**config.mk**
```make
export PLATFORM = sky130hd
export DESIGN_NAME = regfile_write_arbiter
export DESIGN_NICKNAME = d
export VERILOG_FILES = /design/src/rtl/regfile_write_arbiter.sv
export SDC_FILE = /design/constraint.sdc
export NUM_CORES = 1
export LEC_CHECK = 0
export CORE_ASPECT_RATIO = 1.75
export CORE_UTILIZATION = 40
export DETAILED_ROUTE_END_ITERATION = 7
export GPL_TIMING_DRIVEN = 0
export PLACE_DENSITY = 0.83
export REMOVE_ABC_BUFFERS = 1
export SLEW_MARGIN = 20
export SYNTH_ARGS = -nofsm -noshare
export SYNTH_HDL_FRONTEND = slang
export SYNTH_SLANG_ARGS = --single-unit
```
**constraint.sdc**
```tcl
create_clock -name clk -period 3.13 [get_ports clk]
set_clock_uncertainty 0.15 [all_clocks]
set_input_delay 0.313 -clock clk [delete_from_list [all_inputs] [get_ports clk]]
set_output_delay 0.313 -clock clk [all_outputs]
set_load 0.05 [all_outputs]
```
**src/rtl/regfile_write_arbiter.sv**
```systemverilog
// Round-robin arbiter sharing one register-file write port between ALU (A) and load unit (B),
// with a bounded burst lock and a one-cycle registered output stage.
module regfile_write_arbiter #(
    parameter int unsigned num_registers  = 32,
    parameter int unsigned register_size  = 32,
    parameter int unsigned max_lock_beats = 4,
    localparam int unsigned AW = $clog2(num_registers),
    localparam int unsigned DW = register_size
) (
    input  logic          clk,
    input  logic          rst,
    input  logic          a_valid,
    input  logic          a_lock,
    input  logic [AW-1:0] a_rd,
    input  logic [DW-1:0] a_data,
    output logic          a_ready,
    input  logic          b_valid,
    input  logic          b_lock,
    input  logic [AW-1:0] b_rd,
    input  logic [DW-1:0] b_data,
    output logic          b_ready,
    output logic          rf_write_enable,
    output logic [AW-1:0] rf_rd,
    output logic [DW-1:0] rf_write_data,
    output logic          busy
);

    localparam int unsigned CW = $clog2(max_lock_beats + 1);
    localparam logic [CW-1:0] MaxBeats = CW'(max_lock_beats);

    // Side encoding: 0 = A, 1 = B.
    logic          ptr_q, ptr_d;
    logic          lock_act_q, lock_act_d;
    logic          lock_side_q, lock_side_d;
    logic [CW-1:0] cnt_q, cnt_d;
    logic          we_q;
    logic [AW-1:0] rd_q;
    logic [DW-1:0] data_q;

    logic          any_grant;
    logic          win_b;
    logic          handoff;
    logic          owner_valid;
    logic          other_valid;
    logic          win_lock;
    logic [AW-1:0] win_rd;
    logic [DW-1:0] win_data;
    logic          do_write;

    // Grant decision depends only on valids and arbiter state, never on rd/data/lock.
    always_comb begin
        any_grant   = 1'b0;
        win_b       = 1'b0;
        handoff     = 1'b0;
        owner_valid = lock_side_q ? b_valid : a_valid;
        other_valid = lock_side_q ? a_valid : b_valid;
        if (lock_act_q && owner_valid) begin
            any_grant = 1'b1;
            if (other_valid && (cnt_q >= MaxBeats)) begin
                handoff = 1'b1;
                win_b   = ~lock_side_q;
            end else begin
                win_b   = lock_side_q;
            end
        end else if (a_valid && b_valid) begin
            any_grant = 1'b1;
            win_b     = ptr_q;
        end else if (a_valid) begin
            any_grant = 1'b1;
            win_b     = 1'b0;
        end else if (b_valid) begin
            any_grant = 1'b1;
            win_b     = 1'b1;
        end
    end

    assign a_ready  = any_grant & ~win_b;
    assign b_ready  = any_grant & win_b;
    assign win_lock = win_b ? b_lock : a_lock;
    assign win_rd   = win_b ? b_rd : a_rd;
    assign win_data = win_b ? b_data : a_data;
    assign do_write = any_grant && (win_rd != '0);

    always_comb begin
        ptr_d       = ptr_q;
        lock_act_d  = 1'b0;
        lock_side_d = lock_side_q;
        cnt_d       = '0;
        if (any_grant) begin
            // A forced handoff leaves the pointer on the new winner, away from the old owner.
            ptr_d = handoff ? win_b : ~win_b;
            if (win_lock) begin
                lock_act_d  = 1'b1;
                lock_side_d = win_b;
                if (lock_act_q && (lock_side_q == win_b)) begin
                    cnt_d = (cnt_q < MaxBeats) ? cnt_q + 1'b1 : cnt_q;
                end else begin
                    cnt_d = CW'(1);
                end
            end
        end
    end

    always_ff @(posedge clk or posedge rst) begin
        if (rst) begin
            ptr_q       <= 1'b0;
            lock_act_q  <= 1'b0;
            lock_side_q <= 1'b0;
            cnt_q       <= '0;
            we_q        <= 1'b0;
            rd_q        <= '0;
            data_q      <= '0;
        end else begin
            ptr_q       <= ptr_d;
            lock_act_q  <= lock_act_d;
            lock_side_q <= lock_side_d;
            cnt_q       <= cnt_d;
            we_q        <= do_write;
            if (do_write) begin
                rd_q   <= win_rd;
                data_q <= win_data;
            end
        end
    end

    assign rf_write_enable = we_q;
    assign rf_rd           = rd_q;
    assign rf_write_data   = data_q;
    assign busy            = we_q | a_valid | b_valid;

endmodule

```
# Word level (Yosys, flattened, before mapping)
# Cells that the tools add are included.
op_classes:
  add_sub_neg: 1
  reduce_logical: 7
  n_lt_le_gt_ge: 2
  bitwise: 6
  n_eq_ne: 2
  muxes: 22
ops:
  columns: ["operator", "count"]
  rows:
  - ["32-bit two-way mux", 1]
  - ["1-bit two-way mux", 16]
  - ["3-bit two-way mux", 4]
  - ["1-bit logical AND", 5]
  - ["5-bit two-way mux", 1]
  - ["5-bit nonzero test", 1]
  - ["4-bit by 3-bit != test with 1-bit output, second input constant", 1]
  - ["3-bit by 1-bit adder with 3-bit output, second input constant", 1]
  - ["3-bit >= comparator, second input constant", 1]
  - ["3-bit < comparator, second input constant", 1]
  - ["1-bit AND", 2]
  - ["1-bit NOT", 2]
  - ["1-bit OR", 2]
  - ["2-bit AND reduction", 1]
  - ["1-bit equality test", 1]
totals:
  elab_cells: 47
  output_inout_bits: 41
  register_bits: 44

# Depth between registers and ports, before layout
# Gate-level depths: netlist of run 1.
depth:
  ltp_word: 9
  depth_mapped: 7

# Least setup slack after synthesis of run 1
# OpenSTA, ideal clock, no wires.
synth_path:
  path_type: "register to register"
  startpoint: "reg lock_side_q"
  endpoint: "reg data_q[10], in the netlist rf_write_data[10]"
  setup_ns: 0.125
  n_path_buf: 2
  arrival_time_ns: 2.167
  required_ns: 2.855
  path_slack_ns: 0.688
  path_stages_with_launch: 8
  path_cell_list: "dfrtp_1 buf_2 xnor2_1 a311o_2 inv_4 mux2i_4 buf_6 mux2_4"
synth_via:
  elab_chain_cells: 7
  elab_cells_between_ends: 12
  cone_classes: "mux (7); bitwise (1); reduce/logical (4)"
synth_lines:
  columns: ["element", "line", "source"]
  rows:
  - ["from (decl)", "34", "logic lock_side_q, lock_side_d;"]
  - ["from (signal assigned)", "116", "lock_side_q <= lock_side_d;"]
  - ["1-bit two-way mux", "56", "other_valid = lock_side_q ? a_valid : b_valid;"]
  - ["1-bit logical AND", "59", "if (other_valid && (cnt_q >= MaxBeats)) begin"]
  - ["1-bit two-way mux", "59", null]
  - ["1-bit two-way mux", "57", "if (lock_act_q && owner_valid) begin"]
  - ["5-bit two-way mux", "80", "assign win_rd = win_b ? b_rd : a_rd;"]
  - ["5-bit nonzero test", "82", "assign do_write = any_grant && (win_rd != '0);"]
  - ["1-bit logical AND", "82", null]
  - ["to (signal assigned)", "121", "data_q <= win_data;"]
  - ["to (decl)", "38", "logic [DW-1:0] data_q;"]
# Several ways; a longest one is shown, not always the timed one.
# A chain may end at the register's enable or synchronous reset.

# Worst setup path after layout of run 1
layout_path:
  startpoint: "in a_valid"
  endpoint: "out a_ready"
layout_via:
  elab_chain_cells: 6
  elab_cells_between_ends: 14
  cone_classes: "mux (9); bitwise (2); reduce/logical (3)"
layout_lines:
  columns: ["element", "line", "source"]
  rows:
  - ["from (decl)", "12", "input logic a_valid,"]
  - ["1-bit two-way mux", "56", null]
  - ["1-bit logical AND", "59", null]
  - ["1-bit two-way mux", "59", null]
  - ["1-bit two-way mux", "57", null]
  - ["1-bit NOT", "77", "assign a_ready = any_grant & ~win_b;"]
  - ["1-bit AND *", "77", null]
  - ["to (decl)", "16", "output logic a_ready,"]
# Mark *: on every way between the ends. The rest lies on a longest branch, timed or not.

==> run summary, run 1 <==
Run status -> finished clean
Port bufs -> 120
Violation count after the first detailed-route iteration -> 52
Cell depth of the worst flop-to-flop path -> 4
Sequential fraction of the synthesis area -> 46.6%
Placed instance area -> 3670 µm²
Measured slew at the worst slew-check pin -> 1.07 ns
CTS tree -> yes
Data arrival time at the worst-slack endpoint -> 2.57 ns
Vias in the first global route -> 2089
Async set or reset register ratio after synthesis -> 100%
Routed Antenna Nets -> 0
Dominant combinational cell family by area after synthesis -> multiplexers
Wire length of the first global-routing pass -> 9.94 mm
Effective utilization at floorplan -> 41.9%
Setup repair after global routing missed its margin -> no
Mux contribution to synthesized area -> 39.7%
Highest ir drop seen on vdd -> 0.000290 V
Number of optimization iterations in the first detailed-route pass -> 4
Number of buffers added by the clock tree synthesis step -> 5
Maxcap violations -> 0
Maximum level of the CTS H-tree -> 2
Final design area excluding fillers -> 3810 µm²
Number of antenna violations at the first check in global routing -> 0
Area overhead of the layout relative to synthesis -> 61.5%
Min Clock Period, post-route -> 3.04 ns
Routability congestion estimate from global placement -> 0.789
Final HPWL DP -> 4.54 mm
Slack of the worst reg-to-reg path -> 0.33 ns
Clock latency on the worst-skew pair -> 0.29 ns
Adder and majority gate portion of the synthesized area -> 0.530%
Die height -> 104 µm
Max-slew violation total from the final report -> 0
Worst-path clk slew -> 0.08 ns
Post-DR wirelength/cell -> 17.2 µm
Largest net degree at the start of global routing -> 26
Cell chain of the critical path -> clkdlybuf4s50_1 > nor3b_2 > a311o_2 > inv_4 > nor2_1 > clkdlybuf4s15_1
Number of sinks handled by clock tree synthesis -> 44
CTS Root Cell -> sky130_fd_sc_hd__clkbuf_8
Die Area -> 6230 µm²
Yosys warning count -> 0
Via density per instance -> 5.16
Floorplan die width -> 60.1 µm
Reg2reg start -> lock_side_q
Crit path max fanout -> 11
Primary flip-flop cell chosen by synthesis mapping -> sky130_fd_sc_hd__dfrtp_1
Area of the multi-input gates -> 1200 µm²
Top-level I/O count -> 121
Mean instance size in the synthesized netlist -> 13.9 µm²
Register Area -> 1100 µm²
Static leakage -> 0.00164 µW
Flop and latch count out of synthesis -> 44
Crit path max-delay cell type -> sky130_fd_sc_hd__clkdlybuf4s50_1
Setup crit start kind -> input port
Headroom to the max-slew limit -> 28.6%
Layout cells sized above 1 -> 29.9%
Via count -> 1910
Post-route core utilization -> 67.7%
Compound-gate portion of the synthesized area -> 5.03%
Placeable Area -> 5630 µm²
Post-route insts no fill -> 370
FP Rows -> 36
Endpoint kind of the worst setup timing path -> primary output
Final antenna diode count -> 0
Cell total after placement -> 359
Max Buffers Root-to-Sink -> 2
Data required time of the critical path -> 2.67 ns
Endpoints failing setup -> 0
Hold violation total from the final report -> 0
DRC violation count after routing -> 0
Post-Route WL -> 6.35 mm
Worst Hold Slack -> 0.190 ns
Nets -> 374
Post-synthesis xor/xnor area fraction -> 1.11%
Netlist Area Pre-Place -> 2360 µm²
Global-route usage over all layers -> 21.8%
Grt total ovfl -> 0
CP peak stage delay -> 0.70 ns
End of the worst register-to-register path -> rf_write_data[28]
CP Class -> input port to primary output
Number of fill cells -> 429
Distinct cell type count after synthesis -> 33
Min-Delay Path Class -> input port to asynchronous set/reset pin
Share of synthesized cell area in and, or, nand and nor gates -> 3.44%
Power Dens Cells -> 560 nW/µm²
F_max -> 0.329 GHz
Number of synthesized flops with an enable pin -> 0
Part of the cycle the worst path needs -> 97.0%
Post-Syn Instances -> 170
-- synth_stat cells (all sizes together) (2+ instances only) --
| cell type | n | area share (%) |
|---|---|---|
| a211oi | 3 | 0.95 |
| mux2 | 71 | 38 |
| a21oi | 3 | 0.64 |
| or4 | 2 | 0.64 |
| mux2i | 2 | 1.4 |
| nand2 | 5 | 0.79 |
| nand3 | 2 | 0.42 |
| clkbuf | 4 | 0.64 |
| nor2 | 3 | 0.48 |
| inv | 5 | 0.90 |
| o21ai | 5 | 1.1 |
| xnor2 | 2 | 0.74 |
| buf | 6 | 2.0 |
| dfrtp | 44 | 47 |
-- worst max path at each step --
stage               cells past startpoint  slack [ns]          endpoint        start
floorplan                               5       -0.20          rf_rd[0]  lock_side_q
global placement                        6       -1.10          rf_rd[3]      a_valid
detailed placement                      8       -0.73  rf_write_data[4]      a_valid
CTS                                     5       0.008           b_ready      a_valid
global route                            6       0.006           a_ready      a_valid
finish                                  6        0.09           a_ready      a_valid
-- metrics by stage --
step                      setup WS (ns)  TNS, ns  power [µW]
after floorplan                  -0.203    -5.13        1340
after global placement            -1.10   -38.43        1680
after detailed placement         -0.725   -20.65        1710
after CTS                       0.00812        0        2150
after global routing            0.00605        0        2230
final                            0.0949        0        2140
-- state kept, by name, summed over array words and instances (netlist names) --
signal,cells
rf_write_data,32
rf_rd,5
cnt_q,3
lock_act_q,1
lock_side_q,1
ptr_q,1
rf_write_enable,1
-- area by class of cell --
class | count | share of cell area, %
flip-flops and latches | 44 | 28.9
well taps | 76 | 2.49
inverters | 5 | 0.558
clock inverters | 2 | 0.919
repair buffers | 124 | 33.7
multi-input cells | 113 | 31.5
clock buffers | 6 | 1.90
-- report_power, final --
part           leakage (µW)  switching (µW)  internal, µW
registers          0.000519            63.4           665
logic               0.00106             533           451
clock network     0.0000552             187           237
-- worst max-delay path: cells and delay by family --
kind	cells	cell delay (ns)
AOI/OAI and AO/OA	1	0.40
buffers and inverters	3	1.33
and+or+nand+nor	2	0.52
-- placed cells by master, fill, tap and decap left out, types with 2 or more instances in the layout --
| cell type | netlist | routed |
|---|---|---|
| sky130_fd_sc_hd__nor2_1 | 3 | 3 |
| sky130_fd_sc_hd__xnor2_1 | 2 | 2 |
| sky130_fd_sc_hd__inv_1 | 4 | 3 |
| sky130_fd_sc_hd__clkbuf_8 | 0 | 5 |
| sky130_fd_sc_hd__a211oi_1 | 3 | 3 |
| sky130_fd_sc_hd__mux2_2 | 43 | 43 |
| sky130_fd_sc_hd__nand3_1 | 2 | 2 |
| sky130_fd_sc_hd__nand2_1 | 5 | 5 |
| sky130_fd_sc_hd__a311o_1 | 0 | 2 |
| sky130_fd_sc_hd__mux2_4 | 28 | 28 |
| sky130_fd_sc_hd__or4_1 | 2 | 2 |
| sky130_fd_sc_hd__dfrtp_1 | 44 | 44 |
| sky130_fd_sc_hd__o21ai_0 | 4 | 4 |
| sky130_fd_sc_hd__a21oi_1 | 3 | 3 |
| sky130_fd_sc_hd__clkdlybuf4s50_1 | 0 | 118 |
| sky130_fd_sc_hd__buf_16 | 0 | 2 |
-- kinds of logic after synthesis --
logic type,count (synthesis)
xor gates and xnor gates,3
adders and majority gates,1
and+or+nand+nor,16
buffers and inverters,15
AOI/OAI and AO/OA,18
muxes,73
DFF,44
-- layer usage --
| metal | vias up | track usage (%) | wire length, µm |
|---|---|---|---|
| li1 | 870 | - | - |
| met1 | 937 | 21.5 | 2180 |
| met2 | 80 | 40.2 | 3660 |
| met3 | 23 | 3.25 | 215 |
| met4 | 0 | 12.3 | 300 |
| met5 | - | 0 | 0 |
-- what timing repair did --
action	in CTS	in global routing
buffers inserted	1	0
setup endpoints to repair	38	2
pin swaps	1	0
gates cloned	2	0
hold buffers	0	0
gates resized for setup	2	2
(Power assumes the default switching activity.)
==> run 2, diff against run 1 <==
ABC_AREA = 1   (was default)
PLACE_DENSITY = 0.82   (was 0.83)
==> run 2 against run 1 <==
Against the previous run: maximum frequency grew 1.7%; utilization shrank 3.8 points; sequential cell count is the same; non-clock buffer count decreased by 2; die area grew 2.6%; combinational power increased by 140%; clock power fell by 15%; first-iteration DRC count rose to 4.3 times the previous value; synthesized cell count is 99% higher; cell count increased by 42%; largest power group unchanged.
==> run summary, run 2 <==
Most frequent standard cell in the layout excluding fill and tap cells -> sky130_fd_sc_hd__nand2_1
Maxcap violations -> 0 (unchanged)
Number of sinks handled by clock tree synthesis -> 44 (unchanged)
Primary flip-flop cell chosen by synthesis mapping -> sky130_fd_sc_hd__dfrtp_1
Min-Delay Path Class -> input port to asynchronous set/reset pin
Yosys top cell area share -> 45.4% (-1.2 points)
Yosys warning count -> 0 (unchanged)
CP Class -> input port to primary output
Number of antenna violations at the first check in global routing -> 0 (unchanged)
CTS Hold Bufs -> 0 (unchanged)
Area of the multi-input gates -> 1180 µm² (-2.0%)
Nets -> 526 (+41%)
Final antenna diode count -> 0 (unchanged)
Number of synthesized flops with an enable pin -> 0 (unchanged)
Endpoint kind of the worst setup timing path -> primary output
Crit path buffers/inverters -> 3 (unchanged)
Largest net degree at the start of global routing -> 42 (+62%)
Floorplan die width -> 60.8 µm (+1.3%)
Setup crit start kind -> input port
Grt total ovfl -> 0 (unchanged)
Highest ir drop seen on vdd -> 0.000548 V (+89%)
Data arrival time at the worst-slack endpoint -> 2.52 ns (-0.05 ns)
Part of the cycle the worst path needs -> 95.3% (-1.6 points)
Async set or reset register ratio after synthesis -> 100% (unchanged)
Crit path top cell by count -> sky130_fd_sc_hd__clkdlybuf4s50_1
Port bufs -> 120 (unchanged)
CTS Root Cell -> sky130_fd_sc_hd__clkbuf_8
Setup repair after global routing missed its margin -> no
Area overhead of the layout relative to synthesis -> 55.1%
CTS tree -> yes
Sequential fraction of the synthesis area -> 45.4% (-1.2 points)
Post-Route WL -> 6.72 mm (+5.9%)
Most frequently used cell type in the post-synthesis netlist -> sky130_fd_sc_hd__nand2_1
Cell chain of the critical path -> clkdlybuf4s50_1 > nor2_1 > inv_2 > or2_2 > clkdlybuf4s50_1
Number of fill cells -> 537 (+25%)
Crit path max-delay cell type -> sky130_fd_sc_hd__clkdlybuf4s50_1
Leading cell types by count after synthesis -> sky130_fd_sc_hd__nand2_1 (157), sky130_fd_sc_hd__nand3_1 (77), sky130_fd_sc_hd__dfrtp_1 (44), sky130_fd_sc_hd__buf_2 (9), sky130_fd_sc_hd__inv_1 (9)
Post-route setup TNS -> 0 ns (unchanged)
Number of optimization iterations in the first detailed-route pass -> 4 (unchanged)
Distinct cell type count after synthesis -> 24 (-27%)
Run status -> finished clean
Power Dens Cells -> 988 nW/µm² (+76%)
Hold violation total from the final report -> 0 (unchanged)
FP Rows -> 37 (+2.8%)
Register Area -> 1100 µm² (unchanged)
Top-level I/O count -> 121 (unchanged)
Endpoints failing setup -> 0 (unchanged)
Effective utilization at floorplan -> 41.2% (-0.71 points)
Worst Hold Slack -> 0.0949 ns (-0.0953 ns)
Netlist Area Pre-Place -> 2420 µm² (+2.6%)
Cell class contributing the biggest share of worst-path delay -> buffers and inverters
Wire length of the first global-routing pass -> 10.9 mm (+9.2%)
F_max -> 0.335 GHz (+1.7%)
Post-DR wirelength/cell -> 12.8 µm (-25%)
Flip-flop count of the largest register after layout -> 32 (unchanged)
Measured slew at the worst slew-check pin -> 0.726 ns (-0.345 ns)
Static leakage -> 0.00184 µW (+13%)
Layout cells sized above 1 -> 5.38% (-25 points)
Via count -> 2588 (+35%)
Violation count after the first detailed-route iteration -> 224 (+330%)
Highest-count cells in the layout ignoring fill and taps -> sky130_fd_sc_hd__nand2_1 (156), sky130_fd_sc_hd__clkdlybuf4s50_1 (118), sky130_fd_sc_hd__nand3_1 (77)
Number of buffers added by the clock tree synthesis step -> 5 (unchanged)
Worst-path clk slew -> 0.07 ns (about the same)
Flop and latch count out of synthesis -> 44 (unchanged)
Via density per instance -> 4.94 (-4.3%)
Post-route core utilization -> 63.9% (-3.8 points)
Leading post-synthesis cells by cell area -> sky130_fd_sc_hd__dfrtp_1 (45%), sky130_fd_sc_hd__nand2_1 (24%), sky130_fd_sc_hd__nand3_1 (16%), sky130_fd_sc_hd__buf_2 (1.9%), sky130_fd_sc_hd__buf_6 (1.9%)
Post-route insts no fill -> 524 (+42%)
Cell type with the largest total area after synthesis -> sky130_fd_sc_hd__dfrtp_1
Global-route usage over all layers -> 22.6% (+0.80 points)
Final HPWL DP -> 4.77 mm (+5.1%)
Post-Syn Instances -> 338 (+99%)
Clock latency on the worst-skew pair -> 0.29 ns (about the same)
Crit path max fanout -> 40 (+29)
Mean instance size in the synthesized netlist -> 7.17 µm² (-48%)
Data required time of the critical path -> 2.67 ns (about the same)
Routed Antenna Nets -> 0 (unchanged)
Routability congestion estimate from global placement -> 0.779 (-1.3%)
Die Area -> 6390 µm² (+2.6%)
Maximum level of the CTS H-tree -> 2 (unchanged)
Cell total after placement -> 516 (+44%)
CP peak stage delay -> 0.79 ns (+0.09 ns)
DRC violation count after routing -> 0 (unchanged)
Headroom to the max-slew limit -> 51.5% (+23 points)
Die height -> 105 µm (+1.3%)
Max Buffers Root-to-Sink -> 2 (unchanged)
Vias in the first global route -> 2393 (+15%)
Min Clock Period, post-route -> 2.98 ns (-0.0510 ns)
Placeable Area -> 5880 µm² (+4.4%)
Max-slew violation total from the final report -> 0 (unchanged)
==> run 2: cell count changes after synthesis, sizes merged, moves of 2 or more <==
cell / delta
mux2: -71
inv: +6
nor2: +6
mux2i: -2
xnor2: -2
or4: -2
a211oi: -3
buf: +12
nand3: +77
nand2: +156
==> run 2: per-stage QoR <==
| step | total power, µW | cell area [µm²] | setup slack, ns |
|---|---|---|---|
| 2_1_floorplan | 2500 | 2290 | 0.354 |
| 3_3_place_gp | 3280 | 3590 | -0.768 |
| 3_5_place_dp | 3370 | 3650 | -0.542 |
| 4_1_cts | 3720 | 3740 | 0.0592 |
| 5_1_grt | 3950 | 3760 | 0.0162 |
| 6_report | 3710 | 3760 | 0.146 |
==> run 2: worst register-to-register path: stages (launching register included) <==
cell and delay, ns:
sky130_fd_sc_hd__dfrtp_1 0.46, sky130_fd_sc_hd__inv_2 0.10, sky130_fd_sc_hd__nand3_1 0.08, sky130_fd_sc_hd__nand2_1 0.07, sky130_fd_sc_hd__inv_1 0.05, sky130_fd_sc_hd__nand2_2 0.14, sky130_fd_sc_hd__nand2_8 0.21, sky130_fd_sc_hd__nand2_1 0.11
sky130_fd_sc_hd__nand2_1 0.08, sky130_fd_sc_hd__nor2_1 0.23, sky130_fd_sc_hd__nand2_1 0.10, sky130_fd_sc_hd__nand2_2 0.54, sky130_fd_sc_hd__nand3_1 0.17, sky130_fd_sc_hd__nand2_1 0.10
==> run 2: path summary, 6_finish.rpt <==
| path | from | endpoint | slack [ns] | cells after the start |
|---|---|---|---|---|
| max in group asynchronous | rst | ptr_q | 2.28 | 3 |
| worst max register to register | lock_side_q | rf_write_data[10] | 0.49 | 13 |
| worst max-delay path | b_valid | busy | 0.15 | 5 |
| worst min-delay path | rst | rf_write_data[17] | 0.09 | 2 |
| worst min register to register | rf_write_data[26] | rf_write_data[26] | 0.35 | 2 |
| min in group clk | rf_write_data[26] | rf_write_data[26] | 0.35 | 2 |
==> run 2: routing by layer <==
metal	vias to the layer above	GRT usage, %	part of all wire (%)
li1	1300	-	-
met1	1171	26.6	38
met2	100	38.5	55
met3	17	3.84	4.2
met4	0	9.90	3.3
met5	-	0	0
==> run 2: report_power, final <==
part           total, µW  internal, µW  switching (µW)  leakage, µW
clock network        361           180             181    0.0000455
logic               2390           773            1620      0.00126
registers            961           818             143     0.000543
==> run 2: what timing repair did <==
action | in CTS | in global routing
setup buffers | 0 | 0
endpoints found under the setup margin | 37 | 36
gates resized for setup | 3 | 2
pin swaps | 0 | 0
hold endpoints to repair | 0 | 0
==> run 2: layout make-up <==
type	count	share of cell area [%]
clock buffers	8	2.40
inverters	11	1.23
multi-input cells	261	31.3
flip-flops and latches	44	29.3
well taps	78	2.60
repair buffers	122	33.2
==> run 2: logic make-up (layout without fill, tap and decap cells) <==
logic type / count (synthesis) / after routing / share of synthesized area, %
compound gates: 9 / 9 / 2.43
xor+xnor: 1 / 1 / 0.361
fa+ha+maj: 1 / 1 / 0.516
buf+inv: 33 / 141 / 7.33
flops: 44 / 44 / 45.4
simple gates: 250 / 250 / 43.9
==> run 3, diff against run 2 <==
SLEW_MARGIN = default   (was 20)
==> run 3 against run 2 <==
Against the previous run: clock-buffer cell count down 2; power up 0.48%; first-iteration DRC count down 16%; critical endpoint unchanged; highest routed layer unchanged.
==> run summary, run 3 (synthesis gave the netlist of run 2 again) <==
Run status -> finished clean
Crit path max-delay cell type -> sky130_fd_sc_hd__clkdlybuf4s50_1
Violation count after the first detailed-route iteration -> 189 (-16%)
Data arrival time at the worst-slack endpoint -> 2.49 ns (-0.03 ns)
Port bufs -> 120 (unchanged)
Layout cells sized above 1 -> 7.71% (+2.3 points)
Number of fill cells -> 535 (-0.37%)
CTS tree -> yes
Wire length on met3 -> 254 µm (-10%)
Area overhead of the layout relative to synthesis -> 57.2%
CP Class -> input port to primary output
Maxcap violations -> 0 (unchanged)
Data required time of the critical path -> 2.67 ns (about the same)
Post-DR wirelength/cell -> 13.3 µm (+4.0%)
Effective utilization at floorplan -> 41.2% (unchanged)
Endpoint kind of the worst setup timing path -> primary output
Via count -> 2620 (+1.2%)
Largest net degree at the start of global routing -> 45 (+7.1%)
Grt total ovfl -> 0 (unchanged)
Static leakage -> 0.00187 µW (+1.4%)
Global-route usage over all layers -> 23.6% (+1.0 points)
F_max -> 0.339 GHz (+1.2%)
Headroom to the max-slew limit -> 39.6% (-12 points)
Top-level I/O count -> 121 (unchanged)
DRC violation count after routing -> 0 (unchanged)
Number of sinks handled by clock tree synthesis -> 44 (unchanged)
Min-Delay Path Class -> flip-flop to flip-flop
Worst-path clk slew -> 0.08 ns (about the same)
Area of the multi-input gates -> 1180 µm² (+0.21%)
Crit path top cell by count -> sky130_fd_sc_hd__clkdlybuf4s50_1
Hold violation total from the final report -> 0 (unchanged)
Top layer used by detailed routing -> met4
Part of the cycle the worst path needs -> 94.2% (-1.1 points)
Met1 routed wirelength after detailed routing -> 2.72 mm (+7.6%)
Worst setup slack before clock tree synthesis -> -0.587 ns (-0.0449 ns)
Setup repair after global routing missed its margin -> no
Met2 Wirelength -> 3.89 mm (+5.6%)
Vias in the first global route -> 2485 (+3.8%)
Most frequent standard cell in the layout excluding fill and tap cells -> sky130_fd_sc_hd__nand2_1
Nets -> 534 (+1.5%)
Final antenna diode count -> 0 (unchanged)
Register Area -> 1100 µm² (unchanged)
Placeable Area -> 5880 µm² (unchanged)
Routability congestion estimate from global placement -> 0.779 (unchanged)
CTS Root Cell -> sky130_fd_sc_hd__clkbuf_8
Max Buffers Root-to-Sink -> 2 (unchanged)
CTS Hold Bufs -> 0 (unchanged)
Endpoints failing setup -> 0 (unchanged)
Placed instance area -> 3630 µm² (-0.62%)
Floorplan die width -> 60.8 µm (unchanged)
Min Clock Period, post-route -> 2.95 ns (-0.0345 ns)
Setup crit start kind -> input port
Number of antenna violations at the first check in global routing -> 0 (unchanged)
Wire length of the first global-routing pass -> 11.4 mm (+4.6%)
FP Rows -> 37 (unchanged)
Highest ir drop seen on vdd -> 0.000547 V (-0.23%)
Flip-flop count of the largest register after layout -> 32 (unchanged)
Via density per instance -> 4.92 (-0.29%)
Highest-count cells in the layout ignoring fill and taps -> sky130_fd_sc_hd__nand2_1 (156), sky130_fd_sc_hd__clkdlybuf4s50_1 (118), sky130_fd_sc_hd__nand3_1 (77)
CP peak stage delay -> 0.70 ns (-0.09 ns)
Crit path max fanout -> 8 (-80%)
Post-Route WL -> 7.10 mm (+5.6%)
Measured slew at the worst slew-check pin -> 0.904 ns (+0.179 ns)
Maximum level of the CTS H-tree -> 2 (unchanged)
Cell chain of the critical path -> clkdlybuf4s50_1 > nor2_2 > clkinvlp_4 > or2_2 > clkdlybuf4s50_1
Die height -> 105 µm (unchanged)
Die Area -> 6390 µm² (unchanged)
Final design area excluding fillers -> 3810 µm² (+1.4%)
Max-slew violation total from the final report -> 0 (unchanged)
Clock latency on the worst-skew pair -> 0.29 ns (about the same)
Final HPWL DP -> 4.73 mm (-0.78%)
Routed Antenna Nets -> 0 (unchanged)
Fin worst setup slack -> 0.180 ns (+0.0345 ns)
Number of buffers added by the clock tree synthesis step -> 5 (unchanged)
Power Dens Cells -> 979 nW/µm² (-0.87%)
Number of optimization iterations in the first detailed-route pass -> 4 (unchanged)
run 3: critical path: cells and delay by family:
kind	cells	cell delay [ns]
simple gates	2	0.68
buf+inv	3	1.49
run 3: timing repair:
action                     4_1_cts  5_1_grt
setup endpoints to repair       41       37
resized for setup                6        2
cloned                           2        0
setup buffers                    0        7
run 3: layer usage:
layer | global-route usage, % | vias to the layer above
li1 | - | 1315
met1 | 27.3 | 1195
met2 | 41.6 | 92
met3 | 2.97 | 18
met4 | 9.90 | 0
met5 | 0 | -
run 3: through the flow:
step / instances / TNS [ns] / util (%) / power, µW / hold slack, ns
after floorplan: 316 / 0 / - / 2500 / 0.335
after global placement: 514 / -29.29 / 61.1 / 3280 / 0.331
after detailed placement: 515 / -21.90 / 61.7 / 3360 / 0.337
after CTS: 525 / 0 / 63.6 / 3730 / 0.355
after global routing: 532 / 0 / 64.8 / 3960 / 0.379
final: 532 / 0 / 64.8 / 3730 / 0.350
run 3: final cells by class:
cell class,count,area share [%]
Clock inverter,2,0.263
Timing Repair Buffer,128,33.6
Clock buffer,6,2.17
Sequential cell,44,28.9
Tap cell,78,2.56
Multi-Input combinational cell,261,31.0
Timing Repair inverter,2,0.263
Inverter,11,1.31
run 3: report_power, final:
| part | switching, µW | internal (µW) |
|---|---|---|
| Clock | 187 | 176 |
| Combinational | 1630 | 777 |
| Sequential | 146 | 818 |
run 3: worst paths after layout:
| path | start | to | slack, ns | depth (start not counted) |
|---|---|---|---|---|
| hold / removal | rf_write_data[26] | rf_write_data[26] | 0.35 | 2 |
| setup / recovery | b_valid | busy | 0.18 | 5 |
| hold reg to reg | rf_write_data[26] | rf_write_data[26] | 0.35 | 2 |
| min in group asynchronous | rst | rf_write_data[11] | 0.39 | 2 |
| max in group asynchronous | rst | ptr_q | 1.88 | 2 |
| setup reg to reg | lock_side_q | rf_write_data[20] | 0.48 | 13 |
==> RTL edit 1: new RTL, flow settings as in run 3 <==
The parameter `num_registers` goes from 32 to 64.
--- a/src/rtl/regfile_write_arbiter.sv
+++ b/src/rtl/regfile_write_arbiter.sv
@@ -1,7 +1,7 @@
 // Round-robin arbiter sharing one register-file write port between ALU (A) and load unit (B),
 // with a bounded burst lock and a one-cycle registered output stage.
 module regfile_write_arbiter #(
-    parameter int unsigned num_registers  = 32,
+    parameter int unsigned num_registers  = 64,
     parameter int unsigned register_size  = 32,
     parameter int unsigned max_lock_beats = 4,
     localparam int unsigned AW = $clog2(num_registers),
Interface: changed (resized a_rd, b_rd and rf_rd); port bits go from 121 to 124. No check against the original RTL was run, so the function may have changed too.
==> RTL edit 1 against run 3 <==
  * Die area down 1.5%
  * Final cell count rose by 1.7%
  * Sequential cell count rose by 1
  * Sequential power decreased by 0.8%
  * Final area rose by 0.43%
  * Maximum frequency fell by 0.46%
  * Largest cell class unchanged
  * Count of clock-buffer cells in the layout increased by 2
  * Power shrank 4.4%
  * Synthesized area shrank 1.5%
  * Via count up 1.9%
  * Sequential share of layout area up 0.53 points
  * Setup slack worse by 0.014 ns
  * Routed wire length up 7.4%
==> RTL edit 1: results <==
<?xml version="1.0" encoding="UTF-8"?>
<metrics>
  <group name="outcome">
    <metric name="outcome" unit="">finished, final reports clean</metric>
  </group>
  <group name="clocking">
    <metric name="cts_resized" unit="">10</metric>
    <metric name="tritoncts" unit="">yes</metric>
    <metric name="clk_pin_slew_worst_paths" unit="ns">0.08</metric>
  </group>
  <group name="layout">
    <metric name="drive_gt1_share" unit="%">6.45</metric>
    <metric name="layout.filler_cells" unit="">524</metric>
    <metric name="num-nets-final" unit="">547</metric>
  </group>
  <group name="yosys">
    <metric name="synth_top_cells_by_count" unit="">sky130_fd_sc_hd__nand2_1, sky130_fd_sc_hd__nand3_1, sky130_fd_sc_hd__dfrtp_1</metric>
    <metric name="ys_seq_area_share" unit="%">47.2</metric>
    <metric name="synth_area_per_cell" unit="sq um">7.00</metric>
    <metric name="synth-adder-area-share" unit="%">0.524</metric>
    <metric name="yosys.cell_types.count" unit="">22</metric>
    <metric name="synth_compound_gate_area_share" unit="%">1.84</metric>
    <metric name="post_synth_xor_area_fraction" unit="%">0.367</metric>
    <metric name="post_synth_main_area_contributors" unit="">sky130_fd_sc_hd__dfrtp_1, sky130_fd_sc_hd__nand2_1, sky130_fd_sc_hd__nand3_1, sky130_fd_sc_hd__inv_1, sky130_fd_sc_hd__buf_2</metric>
  </group>
  <group name="worst_setup_path">
    <metric name="timing.critical_path.from" unit="">a_valid</metric>
    <metric name="worst-r2r-setup-slack" unit="ns">0.43</metric>
    <metric name="critical_path_peak_fanout" unit="">43</metric>
    <metric name="ff2ff_path_depth" unit="">12</metric>
    <metric name="crit_path_max_incr_delay" unit="ns">0.54</metric>
    <metric name="timing.rr.end" unit="">rf_rd[2]$_DFFE_PP0P_</metric>
  </group>
  <group name="grt">
    <metric name="grt_first_pass_wirelength" unit="mm">11.8</metric>
    <metric name="first_global_vias" unit="">2568</metric>
    <metric name="grtUsageTotal" unit="%">25.0</metric>
    <metric name="grt_start_max_net_pins" unit="">44</metric>
  </group>
  <group name="placement">
    <metric name="dpl_worst_slack" unit="ns">-2.14</metric>
    <metric name="placedInstanceArea" unit="sq mm">0.00363</metric>
    <metric name="detailedPlacementHpwl" unit="mm">4.90</metric>
    <metric name="count_of_input_and_output_buffers" unit="">123</metric>
    <metric name="place_inst" unit="">522</metric>
  </group>
  <group name="drt">
    <metric name="drtIter0Drc" unit="">133</metric>
    <metric name="router_iterations_before_antenna_repair" unit="">4</metric>
    <metric name="drt-total-wl" unit="mm">7.62</metric>
    <metric name="dr_total_vias" unit="">2669</metric>
    <metric name="via_per_inst" unit="">4.93</metric>
  </group>
  <group name="pwr">
    <metric name="swShare" unit="%">52.1</metric>
    <metric name="p_comb_share" unit="%">63.6</metric>
    <metric name="power.leakage" unit="nW">1.91</metric>
    <metric name="worst_ir_drop_vdd" unit="mV">0.581</metric>
  </group>
  <group name="worst_hold_path">
    <metric name="hold_class" unit="">primary input to asynchronous set/reset pin</metric>
  </group>
  <group name="sta">
    <metric name="final_critical_path_setup_slack" unit="ns">0.167</metric>
    <metric name="timing.max_slew.rel_slack" unit="%">44.3</metric>
  </group>
</metrics>
## RTL edit 1: cell type report
type	instances	area share [%]
clock buffers	8	2.09
well taps	76	2.49
repair buffers	130	34.0
multi-input cells	269	30.5
repair inverters	2	0.262
inverters	11	1.24
flip-flops and latches	45	29.4
## RTL edit 1: worst min-delay path by stage
stage                                 startpoint                            to
finish                                       rst  rf_write_data[7]$_DFFE_PP0P_
global route                                 rst          rf_rd[3]$_DFFE_PP0P_
CTS                                          rst          cnt_q[2]$_DFFE_PP0P_
detailed placement  rf_write_data[0]$_DFFE_PP0P_  rf_write_data[0]$_DFFE_PP0P_
global placement    rf_write_data[2]$_DFFE_PP0P_  rf_write_data[2]$_DFFE_PP0P_
floorplan                      ptr_q$_DFFE_PP0P_             ptr_q$_DFFE_PP0P_
## RTL edit 1: cell families (layout without fill, tap and decap cells)
logic type	after synthesis	in the layout
xor gates and xnor gates	1	1
DFF	45	45
AOI/OAI and AO/OA	7	7
adders and majority gates	1	1
and+or+nand+nor	257	260
buffers and inverters	30	151
## RTL edit 1: metal layers
layer | track usage (%) | vias to the layer above | wire length (um)
met5 | 0 | - | 0
met4 | 12.6 | 0 | 338
met3 | 3.11 | 23 | 352
met2 | 45.0 | 100 | 4250
met1 | 26.8 | 1234 | 2680
li1 | - | 1312 | -
## RTL edit 1: metrics by stage
step           total power [mW]  util (%)  hold slack, ns
6_report                   3.57      67.4           0.239
5_1_grt                    3.78      67.4           0.287
4_1_cts                    3.55      66.5           0.255
3_5_place_dp               3.18      64.0           0.307
3_3_place_gp               3.14      63.5           0.303
2_1_floorplan              2.40         -           0.304
==> RTL edit 2: new RTL, flow settings as in run 3 <==
Made on the original files. Make the reset (`rst`) synchronous in one clocked block.
--- a/src/rtl/regfile_write_arbiter.sv
+++ b/src/rtl/regfile_write_arbiter.sv
@@ -101,7 +101,7 @@
         end
     end
 
-    always_ff @(posedge clk or posedge rst) begin
+    always_ff @(posedge clk) begin
         if (rst) begin
             ptr_q       <= 1'b0;
             lock_act_q  <= 1'b0;
Function: differs if rst is asserted again (counterexample within 4 cycles, from zero or initial values and one cycle with rst high); with rst held inactive, the same outputs for 10 cycles.
==> RTL edit 2 against run 3 <==
  * Synthesized area grew 4.6%
  * Routed wire length grew 0.70%
  * Sequential cell count is the same
  * Final area grew 2.0%
  * Core utilization shrank 1.9 points
  * Worst hold slack lost 0.025 ns
  * Setup slack gained 0.042 ns
Power is not compared: it rests on default switching activity, and its combinational part moved more than twofold at a synthesized area within 25%.
==> RTL edit 2: results <==
<?xml version="1.0" encoding="UTF-8"?>
<metrics>
  <group name="yosys">
    <metric name="asyncSetResetFlopFracSynth" unit="%">0</metric>
    <metric name="post_synth_xor_area_fraction" unit="%">0.345</metric>
    <metric name="post_synth_main_area_contributors" unit="">sky130_fd_sc_hd__dfxtp_1, sky130_fd_sc_hd__nand2_1, sky130_fd_sc_hd__nand3b_1, sky130_fd_sc_hd__nor2_2, sky130_fd_sc_hd__nor2_1</metric>
    <metric name="synth_area_per_cell" unit="sq um">6.75</metric>
  </group>
  <group name="layout">
    <metric name="layoutNonFillerInstCount" unit="">571</metric>
    <metric name="stdcell_area" unit="sq mm">0.00389</metric>
    <metric name="num-nets-final" unit="">571</metric>
  </group>
  <group name="worst_hold_path">
    <metric name="min_delay_worst_endpoint" unit="">cnt_q[1]$_SDFFE_PP0N_</metric>
    <metric name="holdCritStartpoint" unit="">cnt_q[1]$_SDFFE_PP0N_</metric>
  </group>
  <group name="grt">
    <metric name="grt_first_pass_wirelength" unit="mm">11.4</metric>
    <metric name="grtUsageTotal" unit="%">21.8</metric>
    <metric name="global_route.usage.met3" unit="%">2.54</metric>
  </group>
  <group name="worst_setup_path">
    <metric name="critPathArrivalTime" unit="ns">2.44</metric>
    <metric name="critical_path_peak_fanout" unit="">39</metric>
    <metric name="worst_r2r_startpoint" unit="">lock_side_q$_SDFFE_PP0P_</metric>
    <metric name="ff2ff_path_depth" unit="">12</metric>
    <metric name="crit_path_max_incr_delay" unit="ns">0.56</metric>
  </group>
  <group name="placement">
    <metric name="finalWeightedCongestion" unit="">0.815</metric>
    <metric name="placedInstanceArea" unit="sq mm">0.00370</metric>
    <metric name="place_inst" unit="">555</metric>
  </group>
  <group name="drt">
    <metric name="drt-total-wl" unit="mm">7.15</metric>
    <metric name="router_iterations_before_antenna_repair" unit="">7</metric>
    <metric name="drtIter0Drc" unit="">134</metric>
  </group>
  <group name="clocking">
    <metric name="cts_resized" unit="">4</metric>
  </group>
  <group name="outcome">
    <metric name="outcome" unit="">finished, final reports clean</metric>
  </group>
</metrics>
==> RTL edit 2: cell type report <==
| type | count | share of cell area (%) |
|---|---|---|
| timing repair inverter | 2 | 0.257 |
| clock inverter | 3 | 1.19 |
| inverter | 10 | 1.19 |
| tap | 80 | 2.57 |
| timing repair buffer | 126 | 32.0 |
| multi-input combinational | 301 | 38.4 |
| clock buffer | 5 | 1.77 |
| sequential | 44 | 22.7 |
==> RTL edit 2: how the worst max path moves through the flow <==
stage                                endpoint  slack [ns]  depth (start not counted)
6_report                              a_ready        0.22                          8
3_5_place_dp   rf_write_data[14]$_SDFFE_PP0P_       -0.49                         12
5_1_grt                               a_ready        0.05                          8
2_1_floorplan  rf_write_data[14]$_SDFFE_PP0P_        0.46                         11
4_1_cts                                  busy       -0.20                          5
3_3_place_gp   rf_write_data[18]$_SDFFE_PP0P_       -0.38                         12
